$ cat config.mk
export PLATFORM = sky130hd
export DESIGN_NAME = core_mem_s
export DESIGN_NICKNAME = d
export VERILOG_FILES = /design/src/rtl/core_pkg.sv /design/src/rtl/core_mem_align.sv /design/src/rtl/core_mem_s.sv
export SDC_FILE = /design/constraint.sdc
export NUM_CORES = 1
export LEC_CHECK = 0
export ABC_CLOCK_PERIOD_IN_PS = 2400
export BUFFER_PORTS_ARGS = -buffer_cell sky130_fd_sc_hd__buf_4
export CAP_MARGIN = 40
export CORE_MARGIN = 10
export CORE_UTILIZATION = 40
export DETAILED_ROUTE_END_ITERATION = 8
export PLACE_DENSITY = 0.69
export SLEW_MARGIN = 20
export SYNTH_ARGS = -nofsm -noshare
export SYNTH_HDL_FRONTEND = slang
export SYNTH_SLANG_ARGS = --single-unit
export TNS_END_PERCENT = 30
$ cat constraint.sdc
create_clock -name clk -period 2.4 [get_ports clk]
set_input_delay 0.12 -clock clk [delete_from_list [all_inputs] [get_ports clk]]
set_output_delay 0.12 -clock clk [all_outputs]
set_load 0.03 [all_outputs]
$ cat src/rtl/core_pkg.sv
// Shared encodings for the core's memory stage and write-back.
// The alignment helper lives here so the align block and any standalone user agree on it.
package core_pkg;

    localparam logic [1:0] MEM_OP_NONE  = 2'd0;
    localparam logic [1:0] MEM_OP_LOAD  = 2'd1;
    localparam logic [1:0] MEM_OP_STORE = 2'd2;

    localparam logic [1:0] MEM_SZ_B = 2'd0;
    localparam logic [1:0] MEM_SZ_H = 2'd1;
    localparam logic [1:0] MEM_SZ_W = 2'd2;

    localparam logic [2:0] WB_SX_NONE = 3'd0;
    localparam logic [2:0] WB_SX_B    = 3'd1;
    localparam logic [2:0] WB_SX_BU   = 3'd2;
    localparam logic [2:0] WB_SX_H    = 3'd3;
    localparam logic [2:0] WB_SX_HU   = 3'd4;
    localparam logic [2:0] WB_SX_IMM  = 3'd5;

    typedef enum logic {
        MEM_IDLE = 1'b0,
        MEM_BUSY = 1'b1
    } mem_state_e;

    // Unshifted byte-enable footprint of an access size; unknown sizes act as word.
    function automatic logic [3:0] size_mask(input logic [1:0] size);
        case (size)
            MEM_SZ_B: size_mask = 4'b0001;
            MEM_SZ_H: size_mask = 4'b0011;
            default:  size_mask = 4'b1111;
        endcase
    endfunction

endpackage

$ cat src/rtl/core_mem_align.sv
// Combinational L1D lane logic: byte enables, store replication, misalign
// detect and right-justification of load data.
module core_mem_align
    import core_pkg::*;
(
    input  logic [1:0]  size,
    input  logic [1:0]  off,
    input  logic [31:0] store_data,
    input  logic [1:0]  load_off,
    input  logic [31:0] rdata,
    output logic [3:0]  be,
    output logic [31:0] wdata,
    output logic        misalign,
    output logic [31:0] load_data
);

    always_comb begin
        be        = (size == MEM_SZ_B || size == MEM_SZ_H) ? (size_mask(size) << off) : 4'b1111;
        load_data = rdata >> {load_off, 3'b000};
        case (size)
            MEM_SZ_B: begin
                wdata    = {4{store_data[7:0]}};
                misalign = 1'b0;
            end
            MEM_SZ_H: begin
                wdata    = {2{store_data[15:0]}};
                misalign = off[0];
            end
            default: begin
                wdata    = store_data;
                misalign = |off;
            end
        endcase
    end

endmodule

$ cat src/rtl/core_mem_s.sv
// Memory stage: issues one L1D load/store per instruction, stalls EX while it
// is outstanding, and registers everything write-back needs.
module core_mem_s
    import core_pkg::*;
#(
    parameter int ACK_TIMEOUT = 255
) (
    input  logic        clk,
    input  logic        rst_n,
    input  logic        mem_valid_in,
    input  logic [1:0]  mem_op_in,
    input  logic [1:0]  mem_size_in,
    input  logic [31:0] mem_alu_result_in,
    input  logic [31:0] mem_store_data_in,
    input  logic [31:0] mem_pc_4_in,
    input  logic [2:0]  mem_sx_op_in,
    input  logic [31:0] mem_sx_imm_in,
    input  logic        mem_mux_in,
    input  logic        mem_we_reg_file_in,
    output logic        l1d_req_out,
    output logic        l1d_we_out,
    output logic [31:0] l1d_addr_out,
    output logic [3:0]  l1d_be_out,
    output logic [31:0] l1d_wdata_out,
    input  logic [31:0] l1d_rdata_in,
    input  logic        l1d_ack_in,
    output logic        mem_stall_out,
    output logic        mem_err_out,
    output logic        wb_valid_out,
    output logic [31:0] wb_alu_result_out,
    output logic [31:0] wb_mem_data_out,
    output logic [31:0] wb_pc_4_out,
    output logic [2:0]  wb_sx_op_out,
    output logic [31:0] wb_sx_imm_out,
    output logic        wb_mux_out,
    output logic        wb_we_reg_file_out
);

    localparam int CW = (ACK_TIMEOUT > 2) ? $clog2(ACK_TIMEOUT) : 1;
    localparam logic [CW-1:0] TO_LAST = CW'((ACK_TIMEOUT > 0) ? ACK_TIMEOUT - 1 : 0);

    mem_state_e    state, state_nxt;
    logic [CW-1:0] cnt;
    logic [1:0]    off;
    logic          we_hold;
    logic          busy, is_mem, start, bad, timeout, done;
    logic [3:0]    be_c;
    logic [31:0]   wdata_c, load_data;
    logic          misalign;

    core_mem_align u_align (
        .size       (mem_size_in),
        .off        (mem_alu_result_in[1:0]),
        .store_data (mem_store_data_in),
        .load_off   (off),
        .rdata      (l1d_rdata_in),
        .be         (be_c),
        .wdata      (wdata_c),
        .misalign   (misalign),
        .load_data  (load_data)
    );

    assign is_mem  = (mem_op_in == MEM_OP_LOAD) || (mem_op_in == MEM_OP_STORE);
    assign start   = !busy && mem_valid_in && is_mem && !misalign;
    assign bad     = !busy && mem_valid_in && is_mem && misalign;
    // Ack on the last allowed cycle still wins over the timeout.
    assign timeout = (ACK_TIMEOUT != 0) && busy && !l1d_ack_in && (cnt == TO_LAST);
    assign done    = busy && (l1d_ack_in || timeout);

    always_ff @(posedge clk or negedge rst_n) begin
        if (!rst_n) state <= MEM_IDLE;
        else        state <= state_nxt;
    end

    always_comb begin
        state_nxt = state;
        case (state)
            MEM_IDLE: if (start) state_nxt = MEM_BUSY;
            MEM_BUSY: if (done)  state_nxt = MEM_IDLE;
            default:             state_nxt = MEM_IDLE;
        endcase
    end

    always_comb begin
        busy          = (state == MEM_BUSY);
        mem_stall_out = busy;
    end

    // L1D request side and timeout counter.
    always_ff @(posedge clk or negedge rst_n) begin
        if (!rst_n) begin
            l1d_req_out   <= 1'b0;
            l1d_we_out    <= 1'b0;
            l1d_addr_out  <= '0;
            l1d_be_out    <= '0;
            l1d_wdata_out <= '0;
            off           <= '0;
            cnt           <= '0;
            mem_err_out   <= 1'b0;
        end else begin
            mem_err_out <= bad || timeout;
            if (start) begin
                l1d_req_out   <= 1'b1;
                l1d_we_out    <= (mem_op_in == MEM_OP_STORE);
                l1d_addr_out  <= {mem_alu_result_in[31:2], 2'b00};
                l1d_be_out    <= be_c;
                l1d_wdata_out <= wdata_c;
                off           <= mem_alu_result_in[1:0];
                cnt           <= '0;
            end else if (done) begin
                l1d_req_out <= 1'b0;
            end else if (busy) begin
                cnt <= cnt + 1'b1;
            end
        end
    end

    // Write-back register; any edge that does not complete an instruction is a bubble.
    always_ff @(posedge clk or negedge rst_n) begin
        if (!rst_n) begin
            wb_valid_out       <= 1'b0;
            wb_alu_result_out  <= '0;
            wb_mem_data_out    <= '0;
            wb_pc_4_out        <= '0;
            wb_sx_op_out       <= '0;
            wb_sx_imm_out      <= '0;
            wb_mux_out         <= 1'b0;
            wb_we_reg_file_out <= 1'b0;
            we_hold            <= 1'b0;
        end else begin
            wb_valid_out       <= 1'b0;
            wb_we_reg_file_out <= 1'b0;
            if (!busy && mem_valid_in) begin
                wb_alu_result_out <= mem_alu_result_in;
                wb_pc_4_out       <= mem_pc_4_in;
                wb_sx_op_out      <= mem_sx_op_in;
                wb_sx_imm_out     <= mem_sx_imm_in;
                wb_mux_out        <= mem_mux_in;
                if (start) begin
                    we_hold <= mem_we_reg_file_in;
                end else begin
                    wb_valid_out       <= 1'b1;
                    wb_we_reg_file_out <= mem_we_reg_file_in && !bad;
                end
            end else if (done) begin
                wb_valid_out       <= 1'b1;
                wb_we_reg_file_out <= we_hold && !timeout;
                wb_mem_data_out    <= load_data;
            end
        end
    end

endmodule

---- Word level (Yosys, flattened, before mapping) ----
Index checks and enable logic that the tools add are counted.
cells by class
  add/sub/neg operators ................... 1
  eq/ne operators ......................... 5
  shifts and indexed selects .............. 2
  muxes and demuxes ....................... 18
  bitwise operators ....................... 2
  reduce and logical (&&, ||, !) cells .... 25
operators with widths
  operator                                             count
  one-hot mux 32 bit (2 select lines)                  1
  >> shifter 32 x 5 -> 32 bit                          1
  two-way mux 8 bit                                    3
  two-way mux 1 bit                                    10
  logical AND 1 bit                                    9
  adder 8 x 1 -> 8 bit, second input constant          1
  equality test 8 bit, second input constant           1
  one-hot mux 4 bit (2 select lines)                   1
  AND reduction 2 bit                                  3
  zero test 1 bit                                      5
  equality test 2 x 1 -> 1 bit, second input constant  2
  logical OR 1 bit                                     4
  two-way mux 4 bit                                    1
  one-hot mux 1 bit (2 select lines)                   2
  nonzero test 2 bit                                   2
  << shifter 4 x 2 -> 4 bit                            1
  equality test 2 bit, second input constant           1
  zero test 2 bit                                      1
  != test 2 bit, second input constant                 1
  NOT 1 bit                                            2
  OR reduction 2 bit                                   1
word-level totals
  bits in registers ....................... 215
  output and inout port bits .............. 206
  logic and storage cells ................. 71

---- Depth between registers and ports, before layout ----
  word-level depth ........................ 8
  mapped depth ............................ 8
  depth with buffers taken out ............ 6

---- Cells and area by module ----
A second synthesis with hierarchy kept.
second synthesis, totals
  cell total of the unflattened synthesis .. 627
  area, all modules ....................... 9,603.0 um^2
modules (own cells, without submodules)
  module          instances  cells each  area an instance (um^2)
  core_mem_s      1          499         8,530.7
  core_mem_align  1          128         1,072.3

---- Worst setup path after synthesis ----
Ideal clock, no wire load.
  path kind ............................... register -> register
  start point ............................. reg cnt[0]
  end point ............................... reg wb_mem_data_out[10]
  data arrival time ....................... 1.570 ns
  data required time ...................... 2.275 ns
  slack ................................... 0.705 ns
  cell stages (with the launch flop) ...... 8
  buffers on the path ..................... 1
  period minus slack after synthesis ...... 1.695 ns
  cell sequence ........................... dfrtp_1 > inv_1 > ha_1 > nand3_1 > nor2_2 > o21ai_2 > buf_6 > mux2_2
between the ends
  longest elaborated chain between the ends .. 5
ends and longest elaborated chain
  item                                  RTL line           RTL
  start: declaration                    core_mem_s.sv:43   logic [CW-1:0] cnt;
  start signal: assignment              core_mem_s.sv:113  cnt <= cnt + 1'b1;
  equality test 8 bit                   core_mem_s.sv:67   assign timeout = (ACK_TIMEOUT != 0) && busy && !l1d_ack_in && (cnt == TO_LAST);
  logical AND 1 bit                     core_mem_s.sv:67
  logical OR 1 bit                      core_mem_s.sv:68   assign done = busy && (l1d_ack_in || timeout);
  logical AND 1 bit                     core_mem_s.sv:68
  AND reduction 2 bit (no source line)  --
  end signal: assignment                core_mem_s.sv:148  wb_mem_data_out <= load_data;
  end: declaration                      core_mem_s.sv:31   output logic [31:0] wb_mem_data_out,
Every way passes these cells.
A chain may end at the register's enable or synchronous reset.

---- Worst setup path after layout ----
  start point ............................. in mem_op_in[1]
  end point ............................... reg l1d_addr_out[30]
between the ends
  longest elaborated chain between the ends .. 4
  elaborated cells between the ends (all ways) .. 5
  those cells by class .................... 2 x eq/ne; 3 x reduce/logical
ends and longest elaborated chain
  item                                                                        RTL line           RTL
  start: declaration                                                          core_mem_s.sv:11   input logic [1:0] mem_op_in,
  equality test 2 x 1 -> 1 bit / equality test 2 bit (equally long branches)  core_mem_s.sv:63   assign is_mem = (mem_op_in == MEM_OP_LOAD) || (mem_op_in == MEM_OP_STORE);
  logical OR 1 bit (*)                                                        core_mem_s.sv:63
  logical AND 1 bit (*) (2 in a row)                                          core_mem_s.sv:64   assign start = !busy && mem_valid_in && is_mem && !misalign;
  end signal: assignment                                                      core_mem_s.sv:105  l1d_addr_out <= {mem_alu_result_in[31:2], 2'b00};
  end: declaration                                                            core_mem_s.sv:22   output logic [31:0] l1d_addr_out,
Mark *: on every way between the ends. The rest lies on a longest branch, timed or not.

==> results.json <==
{
  "status": "finished, final reports clean",
  "synth-edff-count": 0,
  "fin_crit_ps": 1780,
  "yosys-top-cells-area": "dfrtp_1, mux2_2, mux2i_1",
  "insertion_delay_ps": 510,
  "hp-class": "in -> reg",
  "synth_top_family_by_area": "multiplexers",
  "htree_num_levels": 1,
  "finalNetCount": 1376,
  "wl_met1_um": 11400,
  "vdd.ir_drop.worst_v": 0.000529,
  "synthSimpleGateAreaFrac_pct": 5.26,
  "seqPwrFrac_pct": 35.8,
  "initial_core_util_pct": 41.0,
  "place_ws_ps": 644,
  "synth_cells": 674,
  "cts.sinks": 215,
  "placed_cells": 1303,
  "final_util_pct": 65.3,
  "dp_hpwl_um": 21300,
  "track_usage_pct": 20.6,
  "synth_top_area_cell": "dfrtp_1",
  "syn_area_per_cell_um2": 13.4,
  "max_stage_delay_ps": 540,
  "fmax_ghz": 0.561,
  "grt_max_degree": 88,
  "synthToLayoutAreaGrowth_pct": 59.3,
  "route.vias.total": 7417,
  "ys_warn_count": 0,
  "antenna_found_initial": 2,
  "grt-ovfl-total": 0,
  "muxShareOfSynthArea_pct": 26.2,
  "fill_cells": 1624,
  "met2_length_um": 15500,
  "synth_fa_ha_area_share_pct": 0.416,
  "clock_path_buffers": 3,
  "row_count": 54,
  "yosysMostFrequentCell": "dfrtp_1",
  "finalSetupTns_ps": 0,
  "synth-seq-area-share_pct": 59.6,
  "maxCapViolCount": 0,
  "path_cells": "dlygate4sd3_1 -> buf_4 -> ha_1 -> nor3b_4 -> o21ai_4 -> buf_12 -> mux2_1",
  "grt_pass1_wl_um": 47600,
  "crit_path_top_delay_cell": "dlygate4sd3_1",
  "p_sw_mw": 5.35,
  "finalSetupViolations": 0,
  "core_um2": 22000,
  "grt_pass1_vias": 8185,
  "synth_flop_cell": "dfrtp_1",
  "dr.pass1.iters": 4,
  "worst-setup-path-type": "in -> reg",
  "synth-compound-area-share_pct": 5.14,
  "internal_power_mw": 8.94,
  "drt-vias-per-instance": 4.95,
  "synth_cell_types": 38,
  "gp_congestion": 0.823,
  "synth_area_um2": 9020,
  "worst_slew_pin_slew_ps": 568,
  "p_leak_nw": 6.91,
  "wl_met3_um": 2780,
  "worstPathMaxFanout": 82,
  "num_io_pins": 379,
  "async_reset_ff_share_pct": 100,
  "drt_iter0_markers": 395,
  "p_clk_share_pct": 24.0,
  "end_kind": "register",
  "die_x_um": 170,
  "detail-route-antenna-nets": 0,
  "slew_viol_final": 0,
  "period_share_pct": 74.3,
  "synth_commonest_cells": "dfrtp_1, mux2_2, mux2i_1, nand2_1, o21ai_0",
  "p_comb_share_pct": 40.2,
  "hold_violations": 0,
  "power_density_nw_per_um2": 994,
  "postCtsSetupRepairBufs": 0,
  "slew_headroom_pct": 62.0,
  "drc": 0,
  "clk_pin_slew_worst_paths_ps": 60,
  "synth.top_cell.area_share_pct": 59.6,
  "multi_input_area_um2": 3370,
  "start_kind": "input pin",
  "cts_buffers": 24,
  "die_y_um": 170,
  "yosys.area_share.xor_xnor_pct": 0.0971,
  "cts_tree": "built",
  "cp.arrival_ps": 2170,
  "stdcell_count": 1498,
  "skew_ps": 8.91,
  "post_drt_wl_per_cell_um": 20.5,
  "clockRootBuffer": "clkbuf_16",
  "p_sw_share_pct": 37.4,
  "worst_ep_required_time_ps": 2790,
  "synth_seq_cells": 215,
  "drive_above_1_share_pct": 48.4,
  "dieArea_um2": 29000,
  "seqCellArea_um2": 5380,
  "top_layer_used": "met4",
  "rsz0062_at_grt": "no",
  "wl_um": 30700,
  "whs_ps": 54.6,
  "port_buffers": 376,
  "setup_ws_ps": 616
}
layout make-up:
class | count | share of cell area (%)
clock inverters | 3 | 0.104
well taps | 280 | 2.44
repair buffers | 541 | 31.3
inverters | 12 | 0.313
diodes | 2 | 0.0348
clock buffers | 39 | 4.93
multi-input cells | 406 | 23.5
flip-flops and latches | 215 | 37.4
kinds of logic (layout without fill, tap and decap cells):
group,after synthesis,in the layout
and+or+nand+nor,103,103
DFF,215,215
adders and majority gates,3,3
xor gates and xnor gates,1,1
buffers and inverters,54,595
muxes,214,214
AOI/OAI and AO/OA,83,83
other,1,4
routing by layer:
metal,vias up,track usage [%]
met1,3633,22.9
li1,3419,-
met5,-,0
met3,59,7.10
met2,306,35.8
met4,0,7.28
power groups by stage:
stage	combinational, mW	sequential, mW	clock (mW)
CTS	5.76	5.11	3.53
detailed placement	5.55	5.16	0
floorplan	1.37	6.92	0
global placement	5.49	5.13	0
global route	6.05	5.23	3.69
finish	5.74	5.12	3.43
registers in the layout, indices dropped and copies added (netlist names), 2 cells and up:
register / count
cnt: 8
l1d_addr_out: 30
l1d_be_out: 4
l1d_wdata_out: 32
off: 2
wb_alu_result_out: 32
wb_mem_data_out: 32
wb_pc_4_out: 32
wb_sx_imm_out: 32
wb_sx_op_out: 3
worst max-delay path, delay by kind of cell:
kind / cells / cell delay, ps
compound gates: 1 / 110
mux: 1 / 350
simple gates: 1 / 330
fa+ha+maj: 1 / 320
buf+inv: 3 / 900
path summary, 6_finish.rpt:
kind / start / endpoint / slack, ps / depth (start not counted)
max: mem_op_in[1] / l1d_addr_out[30]$_DFFE_PN0P_ / 620 / 7
min: l1d_rdata_in[17] / wb_mem_data_out[9]$_DFFE_PN0P_ / 50 / 4
max reg2reg: mem_stall_out$_DFF_PN0_ / wb_we_reg_file_out$_DFF_PN0_ / 630 / 5
min reg2reg: l1d_wdata_out[16]$_DFFE_PN0P_ / l1d_wdata_out[16]$_DFFE_PN0P_ / 480 / 2
max in group asynchronous: rst_n / wb_alu_result_out[21]$_DFFE_PN0P_ / 1490 / 3
min in group asynchronous: rst_n / wb_mem_data_out[2]$_DFFE_PN0P_ / 110 / 2
through the flow:
step / cell area [um2] / power, mW
2_1_floorplan: 9030 / 8.29
3_3_place_gp: 12100 / 10.6
3_5_place_dp: 12100 / 10.7
4_1_cts: 14400 / 14.4
5_1_grt: 14400 / 15.0
6_report: 14400 / 14.3
timing repair:
item                                    4_1_cts  5_1_grt
endpoints found under the setup margin        0        0
hold buffers                                151        0
gates resized for setup                       0        0
hold endpoints to repair                    320        0
cell usage in the layout, fill, tap and decap left out, types with 2 or more instances in the layout:
cell,count
ha_1,3
buf_12,4
nand2_1,49
nor2b_1,11
conb_1,2
clkbuf_8,4
a21oi_1,24
o22ai_1,2
mux2_2,157
buf_4,385
mux2_4,3
nor2_2,2
a211oi_1,8
o21ai_0,41
clkbuf_16,25
or3_1,2
dfrtp_1,215
nand3_1,7
mux2_1,5
mux2i_1,49
inv_1,12
o21ai_4,2
clkinv_2,3
dlygate4sd3_1,151
diode_2,2
nor2_1,24
clkbuf_1,11
a22o_1,2
(Power assumes the default switching activity.)
